==> src/rtl/uart_alu_pkg.sv <==
// Shared definitions for the UART <-> ALU frame controller.
package uart_alu_pkg;

  localparam int DBIT_DEF    = 8;
  localparam int NB_OP_DEF   = 6;
  localparam int TIMEOUT_DEF = 1000000;

  typedef enum logic [2:0] {
    S_A       = 3'd0,
    S_B       = 3'd1,
    S_OP      = 3'd2,
    S_EXEC    = 3'd3,
    S_WAIT_TX = 3'd4
  } state_t;

  // Watchdog counter width; never below one bit.
  function automatic int wd_width(input int timeout);
    return (timeout < 2) ? 1 : $clog2(timeout);
  endfunction

endpackage

==> src/rtl/uart_alu_ctrl_if.sv <==
// Bundle of UART/ALU-side signals seen by the frame controller.
interface uart_alu_ctrl_if #(
  parameter int DBIT  = uart_alu_pkg::DBIT_DEF,
  parameter int NB_OP = uart_alu_pkg::NB_OP_DEF
);

  logic [DBIT-1:0]  i_rx_data;
  logic             i_rx_done_tick;
  logic             i_tx_done_tick;
  logic [DBIT-1:0]  i_alu_result;
  logic [DBIT-1:0]  o_alu_a;
  logic [DBIT-1:0]  o_alu_b;
  logic [NB_OP-1:0] o_alu_op;
  logic [DBIT-1:0]  o_tx_data;
  logic             o_tx_start;
  logic             o_busy;
  logic             o_timeout_tick;
  logic             o_overrun_tick;

  // Controller side.
  modport master (
    input  i_rx_data, i_rx_done_tick, i_tx_done_tick, i_alu_result,
    output o_alu_a, o_alu_b, o_alu_op, o_tx_data, o_tx_start,
           o_busy, o_timeout_tick, o_overrun_tick
  );

  // UART / ALU side.
  modport slave (
    output i_rx_data, i_rx_done_tick, i_tx_done_tick, i_alu_result,
    input  o_alu_a, o_alu_b, o_alu_op, o_tx_data, o_tx_start,
           o_busy, o_timeout_tick, o_overrun_tick
  );

endinterface

==> src/rtl/watchdog_timer.sv <==
// Idle-cycle counter: flags expiry on the TIMEOUT-th enabled cycle.
module watchdog_timer #(
  parameter int TIMEOUT = uart_alu_pkg::TIMEOUT_DEF,
  parameter int CNT_W   = uart_alu_pkg::wd_width(TIMEOUT)
) (
  input  logic clk,
  input  logic rst_n,
  input  logic clear,
  input  logic enable,
  output logic expire
);

  localparam logic [CNT_W-1:0] LIMIT = CNT_W'(TIMEOUT - 1);

  logic [CNT_W-1:0] count;

  // Count enabled cycles; a clear restarts the window.
  always_ff @(posedge clk or negedge rst_n) begin
    if (!rst_n) begin
      count <= '0;
    end else if (clear) begin
      count <= '0;
    end else if (enable) begin
      // NOTE: sequential state is updated with non-blocking assignments so
      // every flop samples pre-edge values regardless of block ordering.
      count <= count + CNT_W'(1);
    end
  end

  // Expiry is combinational so the FSM can act on the same edge.
  always_comb begin
    expire = enable && (count == LIMIT);
  end

endmodule

==> src/rtl/uart_alu_ctrl.sv <==
// Frame controller: collects A, B, opcode bytes, feeds the ALU and
// launches the result on the UART transmitter, with a watchdog.
module uart_alu_ctrl
  import uart_alu_pkg::*;
#(
  parameter int DBIT    = DBIT_DEF,
  parameter int NB_OP   = NB_OP_DEF,
  parameter int TIMEOUT = TIMEOUT_DEF
) (
  input  logic           i_clock,
  input  logic           i_reset,
  uart_alu_ctrl_if.master bus
);

  state_t          state;
  state_t          state_next;
  logic            load_a;
  logic            load_b;
  logic            load_op;
  logic            abort;
  logic            overrun;
  logic            wd_enable;
  logic            wd_expire;
  logic [DBIT-1:0] rx_byte;

  assign rx_byte = bus.i_rx_data;

  // Watchdog runs only while waiting on the far end; any state change
  // restarts it.
  assign wd_enable = (state == S_B) || (state == S_OP) || (state == S_WAIT_TX);

  watchdog_timer #(
    .TIMEOUT (TIMEOUT)
  ) u_watchdog (
    .clk    (i_clock),
    .rst_n  (i_reset),
    .clear  (state_next != state),
    .enable (wd_enable),
    .expire (wd_expire)
  );

  // State register.
  always_ff @(posedge i_clock or negedge i_reset) begin
    if (!i_reset) state <= S_A;
    else          state <= state_next;
  end

  // Next-state and load decisions; an advancing event beats watchdog expiry.
  always_comb begin
    // NOTE: every output of this block gets a default first, so no path
    // leaves a value unassigned and no latch is inferred.
    state_next = state;
    load_a     = 1'b0;
    load_b     = 1'b0;
    load_op    = 1'b0;
    abort      = 1'b0;
    overrun    = 1'b0;
    unique case (state)
      S_A: begin
        if (bus.i_rx_done_tick) begin
          load_a     = 1'b1;
          state_next = S_B;
        end
      end
      S_B: begin
        if (bus.i_rx_done_tick) begin
          load_b     = 1'b1;
          state_next = S_OP;
        end else if (wd_expire) begin
          abort      = 1'b1;
          state_next = S_A;
        end
      end
      S_OP: begin
        if (bus.i_rx_done_tick) begin
          load_op    = 1'b1;
          state_next = S_EXEC;
        end else if (wd_expire) begin
          abort      = 1'b1;
          state_next = S_A;
        end
      end
      S_EXEC: begin
        overrun    = bus.i_rx_done_tick;
        state_next = S_WAIT_TX;
      end
      S_WAIT_TX: begin
        overrun = bus.i_rx_done_tick;
        if (bus.i_tx_done_tick) begin
          state_next = S_A;
        end else if (wd_expire) begin
          abort      = 1'b1;
          state_next = S_A;
        end
      end
      default: state_next = S_A;
    endcase
  end

  // Registered outputs: operands, transmit byte/start and status pulses.
  always_ff @(posedge i_clock or negedge i_reset) begin
    if (!i_reset) begin
      // NOTE: every output register is reset so the link side sees a
      // defined, idle interface the moment reset asserts.
      bus.o_alu_a        <= '0;
      bus.o_alu_b        <= '0;
      bus.o_alu_op       <= '0;
      bus.o_tx_data      <= '0;
      bus.o_tx_start     <= 1'b0;
      bus.o_busy         <= 1'b0;
      bus.o_timeout_tick <= 1'b0;
      bus.o_overrun_tick <= 1'b0;
    end else begin
      if (load_a)  bus.o_alu_a  <= rx_byte;
      if (load_b)  bus.o_alu_b  <= rx_byte;
      if (load_op) bus.o_alu_op <= rx_byte[NB_OP-1:0];
      if (state == S_EXEC) bus.o_tx_data <= bus.i_alu_result;
      bus.o_tx_start     <= (state == S_EXEC);
      bus.o_busy         <= (state_next != S_A);
      bus.o_timeout_tick <= abort;
      bus.o_overrun_tick <= overrun;
    end
  end

endmodule

==> src/flat_wrapper.sv <==
// flat-port wrapper written by rule: the top's interface ports become plain ports
module uart_alu_ctrl_flat import uart_alu_pkg::*;
#(
  parameter int DBIT    = DBIT_DEF,
  parameter int NB_OP   = NB_OP_DEF,
  parameter int TIMEOUT = TIMEOUT_DEF
)
  (i_clock, i_reset, bus_i_rx_data, bus_i_rx_done_tick, bus_i_tx_done_tick, bus_i_alu_result, bus_o_alu_a, bus_o_alu_b, bus_o_alu_op, bus_o_tx_data, bus_o_tx_start, bus_o_busy, bus_o_timeout_tick, bus_o_overrun_tick);
  uart_alu_ctrl_if #(.DBIT(DBIT), .NB_OP(NB_OP)) bus_i ();
  input  logic i_clock;
  input  logic i_reset;
  input wire logic [$bits(bus_i.i_rx_data)-1:0] bus_i_rx_data;
  input wire logic [$bits(bus_i.i_rx_done_tick)-1:0] bus_i_rx_done_tick;
  input wire logic [$bits(bus_i.i_tx_done_tick)-1:0] bus_i_tx_done_tick;
  input wire logic [$bits(bus_i.i_alu_result)-1:0] bus_i_alu_result;
  output wire logic [$bits(bus_i.o_alu_a)-1:0] bus_o_alu_a;
  output wire logic [$bits(bus_i.o_alu_b)-1:0] bus_o_alu_b;
  output wire logic [$bits(bus_i.o_alu_op)-1:0] bus_o_alu_op;
  output wire logic [$bits(bus_i.o_tx_data)-1:0] bus_o_tx_data;
  output wire logic [$bits(bus_i.o_tx_start)-1:0] bus_o_tx_start;
  output wire logic [$bits(bus_i.o_busy)-1:0] bus_o_busy;
  output wire logic [$bits(bus_i.o_timeout_tick)-1:0] bus_o_timeout_tick;
  output wire logic [$bits(bus_i.o_overrun_tick)-1:0] bus_o_overrun_tick;
  assign bus_i.i_rx_data = bus_i_rx_data;
  assign bus_i.i_rx_done_tick = bus_i_rx_done_tick;
  assign bus_i.i_tx_done_tick = bus_i_tx_done_tick;
  assign bus_i.i_alu_result = bus_i_alu_result;
  assign bus_o_alu_a = bus_i.o_alu_a;
  assign bus_o_alu_b = bus_i.o_alu_b;
  assign bus_o_alu_op = bus_i.o_alu_op;
  assign bus_o_tx_data = bus_i.o_tx_data;
  assign bus_o_tx_start = bus_i.o_tx_start;
  assign bus_o_busy = bus_i.o_busy;
  assign bus_o_timeout_tick = bus_i.o_timeout_tick;
  assign bus_o_overrun_tick = bus_i.o_overrun_tick;
  uart_alu_ctrl #(.DBIT(DBIT), .NB_OP(NB_OP), .TIMEOUT(TIMEOUT)) u_core (.i_clock(i_clock), .i_reset(i_reset), .bus(bus_i));
endmodule
==> config.mk <==
export PLATFORM = sky130hd
export DESIGN_NAME = uart_alu_ctrl_flat
export DESIGN_NICKNAME = d
export VERILOG_FILES = /design/src/rtl/uart_alu_pkg.sv /design/src/rtl/uart_alu_ctrl_if.sv /design/src/rtl/watchdog_timer.sv /design/src/rtl/uart_alu_ctrl.sv /design/src/flat_wrapper.sv
export SDC_FILE = /design/constraint.sdc
export NUM_CORES = 1
export LEC_CHECK = 0
export BUFFER_PORTS_ARGS = -buffer_cell sky130_fd_sc_hd__buf_4
export CORE_AREA = 2 2 90 66
export DETAILED_ROUTE_END_ITERATION = 10
export DIE_AREA = 0 0 92 68
export GPL_TIMING_DRIVEN = 0
export PLACE_DENSITY = 0.73
export RECOVER_POWER = 25
export SYNTH_ARGS = -nofsm -noshare
export SYNTH_HDL_FRONTEND = slang
export SYNTH_SLANG_ARGS = --single-unit
==> constraint.sdc <==
create_clock -name i_clock -period 2.71 [get_ports i_clock]
set_input_delay 0.271 -clock i_clock [delete_from_list [all_inputs] [get_ports i_clock]]
set_output_delay 0.271 -clock i_clock [all_outputs]
set_load 0.02 [all_outputs]
==> impl_summary.txt <==
----------------------------------------------------
[Outcome]
  Outcome ... finished, final reports clean

[Critical path]
  Critical path startpoint category ... flip-flop
  Max Fanout on Critical Path ... 10
  Arrival time worst endpoint ... approximately 2.5 ns
  CP endpoint kind ... flip-flop
  Critical Path RT ... between 2 and 3 ns
  Setup CP Type ... flip-flop to flip-flop

[Floorplanning]
  Core box area ... 5470 um2
  Die Y-Extent ... just under 70 um
  Starting density of the core ... about 48%
  Die width ... 92 um
  Row count ... 23
  Number of placed I/O pins ... 54
  Die area ... 6260 um2

[Logic synthesis]
  Number of warnings reported in the yosys synthesis log ... 0
  Number of distinct library cell variants in the gate-level netlist after synthesis ... between 40 and 50
  Fraction of registers with async set or reset after synthesis ... 100%
  Nets in the synthesized netlist ... 265
  Netlist Area Pre-Place ... 2640 um2
  Cells after Synth ... 244
  Register bit count reported by yosys ... 57
  Post-Syn Area per Cell ... between 10 and 15 um2
  Ys flop type ... dfrtp_1
  Number of flops mapped to enable cells by yosys ... 0
  Post-synthesis sequential area ratio ... 54.0%

[Detailed routing]
  Via-to-Cell Ratio ... 5.57
  Detailed-router iteration count before antenna repair ... 4
  DRC marker count from the first detailed-route iteration ... between 100 and 150
  Detailed Route WL ... around 5900 um
  Post-route antenna net violation count ... 0
  Average wire per standard cell ... 15.2 um
  DR vias ... approximately 2.2k
  DRC violations left ... 0

[Finish]
  Share of cells above drive strength 1 ... 28.8%
  Commonest cells after routing, fill and taps aside ... 57 x dfrtp_1, 52 x buf_4, 33 x nand2_1
  Count of nets after finishing ... 329
  Core occupancy in the finished layout ... 60.9%
  Antenna diode count ... 0
  Fill cell count ... 476
  Layout overhead on the synthesized area ... 25.9%
  Leading cell type in the layout, fill and taps excluded ... dfrtp_1

[Place]
  Gp weighted congestion ... 0.823
  Port Buffer Count ... 53
  Pre-CTS setup slack ... 0.518 ns
  Sum of net half-perimeters after detailed placement ... 4060 um

[CTS]
  Root Buffer Master ... clkbuf_8
  Number of buffers created by CTS ... 9
  TritonCTS sink count ... 57
  Total setup buffers inserted after CTS ... 0
  Insertion delay to the later sink of the worst-skew pair ... 0.33 ns
  Hold-fix buffers at CTS ... 0
  Maximum count of clock buffers along a single path ... 2
  Clock tree from TritonCTS ... done
  Post_cts resized ... 0
  Clock slew seen by the registers of the worst setup and hold paths ... around 0.060 ns
  CTS H-Tree Depth ... 3

[GRT]
  GRT Overall Usage ... 20.4%
  Via count of the first global-routing pass ... between 1.5k and 2k
  Global-route track usage on met3 ... 6.94%
  Met1 track demand over resource in global routing ... just under 30%
  First-pass GRT wire length ... 9760 um
  Met2 usage in global routing ... slightly below 30%
  Leftover overflow at the end of global routing ... 0
  Highest-utilization routing layer at the global route stage ... met2
  Initial antenna violation count ... 0
  Largest net degree at the start of global routing ... 58

[Job]
  Max-capacitance violation count ... 0

[Pwr]
  IR drop worst, VDD ... roughly 630 uV
  Leakage Power ... 1.44 nW
  Power density of the placed cells ... between 1000 and 1500 nW/um2
  Post-route total power ... 3.45 mW

[Timing]
  Slew @ Worst Pin ... 1.36 ns
  Worst-case headroom to the max-slew limit ... 9.10%
  Post-layout min period ... 2.30 ns
  Worst setup margin ... 0.411 ns
  Final setup viols ... 0
  Fraction of the cycle the final worst path needs ... 84.8%
  Count of endpoints failing hold in the final timing report ... 0
  RSZ-0062 raised after global routing ... false
  Worst Hold Margin ... 0.128 ns
  Final Slew Violations ... 0
  Clock tree skew after final layout ... 0.00625 ns
  Achievable clock frequency ... 435 MHz
  Setup TNS ... 0 ns

[Hold path]
  Tightest Hold Check Type ... input pin to flip-flop

----------------------------------------------------
## layer usage
layer,share of wire [%],vias to the layer above
li1,-,1035
met3,5.1,2
met1,49,1060
met2,46,59
met4,0.46,0
met5,0,-
## cell families (layout without fill, tap and decap cells)
kind of cell    after synthesis  after routing  share of synthesized area (%)
flops                        57             57                           54.0
compound gates               48             48                           11.6
buf+inv                      13             81                           1.94
fa+ha+maj                     1              1                          0.473
xor+xnor                      5              5                           1.94
simple gates                 97             97                           20.3
mux                          23             23                           9.75
## through the flow
step / instances / cell area (um2)
2_1_floorplan: 244 / 2640
3_3_place_gp: 372 / 3140
3_5_place_dp: 372 / 3140
4_1_cts: 387 / 3330
5_1_grt: 387 / 3330
6_report: 387 / 3330
## registers in the layout (all words and copies together), names as in the netlist
signal,flops
u_core.bus.o_overrun_tick,1
u_core.bus.o_alu_op,6
u_core.u_watchdog.count,20
u_core.bus.o_busy,1
u_core.bus.o_tx_data,8
u_core.bus.o_alu_b,8
u_core.bus.o_timeout_tick,1
u_core.bus.o_alu_a,8
u_core.bus.o_tx_start,1
u_core.state,3
## report_power, final
group | total, mW | switching [mW] | leakage (nW) | internal, mW
registers | 1.29 | 0.164 | 0.727 | 1.13
logic | 1.37 | 0.764 | 0.607 | 0.611
clock network | 0.784 | 0.317 | 0.102 | 0.467
## critical path, cell delays in order (launching register included)
cell,delay [ns]
dfrtp_1,0.44
o21ai_1,0.38
o2111ai_2,0.38
clkbuf_1,0.31
buf_2,0.26
o31ai_1,0.29
a21oi_1,0.10
## Yosys cell counts (all sizes together) (2+ instances only)
cell type,number,area (um2)
a21oi,17,85.1
and2,2,12.5
and3,2,12.5
and4,5,43.8
buf,2,10.0
clkbuf,10,37.5
dfrtp,57,1430
mux2,22,248
nand2,33,124
nand2b,4,25.0
nand3,6,30.0
nand4,5,31.3
nand4b,2,17.5
nor2,12,45.0
nor3,2,15.0
nor4,2,12.5
nor4b,3,26.3
o2111ai,2,23.8
o211ai,3,22.5
o21ai,10,50.0
o31ai,11,82.6
or3,4,25.0
or4,11,82.6
xor2,5,51.3
## area by class of cell
class	count	area, um2	share of cell area [%]
flip-flops and latches	57	1430	42.9
multi-input cells	174	1170	35.0
repair buffers	53	395	11.9
clock buffers	12	155	4.66
well taps	75	93.8	2.82
plain buffers	12	47.5	1.43
clock inverters	3	40.0	1.20
inverters	1	3.75	0.113
## final timing paths
check                                               startpoint                                      end  slack (ns)  cells after the start
max                                  u_core.state[2]$_DFF_PN0_  u_core.u_watchdog.count[16]$_DFFE_PN0P_        0.41                      6
min                                        bus_i_alu_result[7]      u_core.bus.o_tx_data[7]$_DFFE_PN0P_        0.13                      3
max reg2reg                          u_core.state[2]$_DFF_PN0_  u_core.u_watchdog.count[16]$_DFFE_PN0P_        0.41                      6
min reg2reg                u_core.bus.o_tx_data[2]$_DFFE_PN0P_      u_core.bus.o_tx_data[2]$_DFFE_PN0P_        0.47                      2
max in group asynchronous                              i_reset        u_core.bus.o_alu_b[2]$_DFFE_PN0P_        1.63                      1
min in group asynchronous                              i_reset  u_core.u_watchdog.count[16]$_DFFE_PN0P_        0.25                      1
Power figures use the tool's default switching activity.
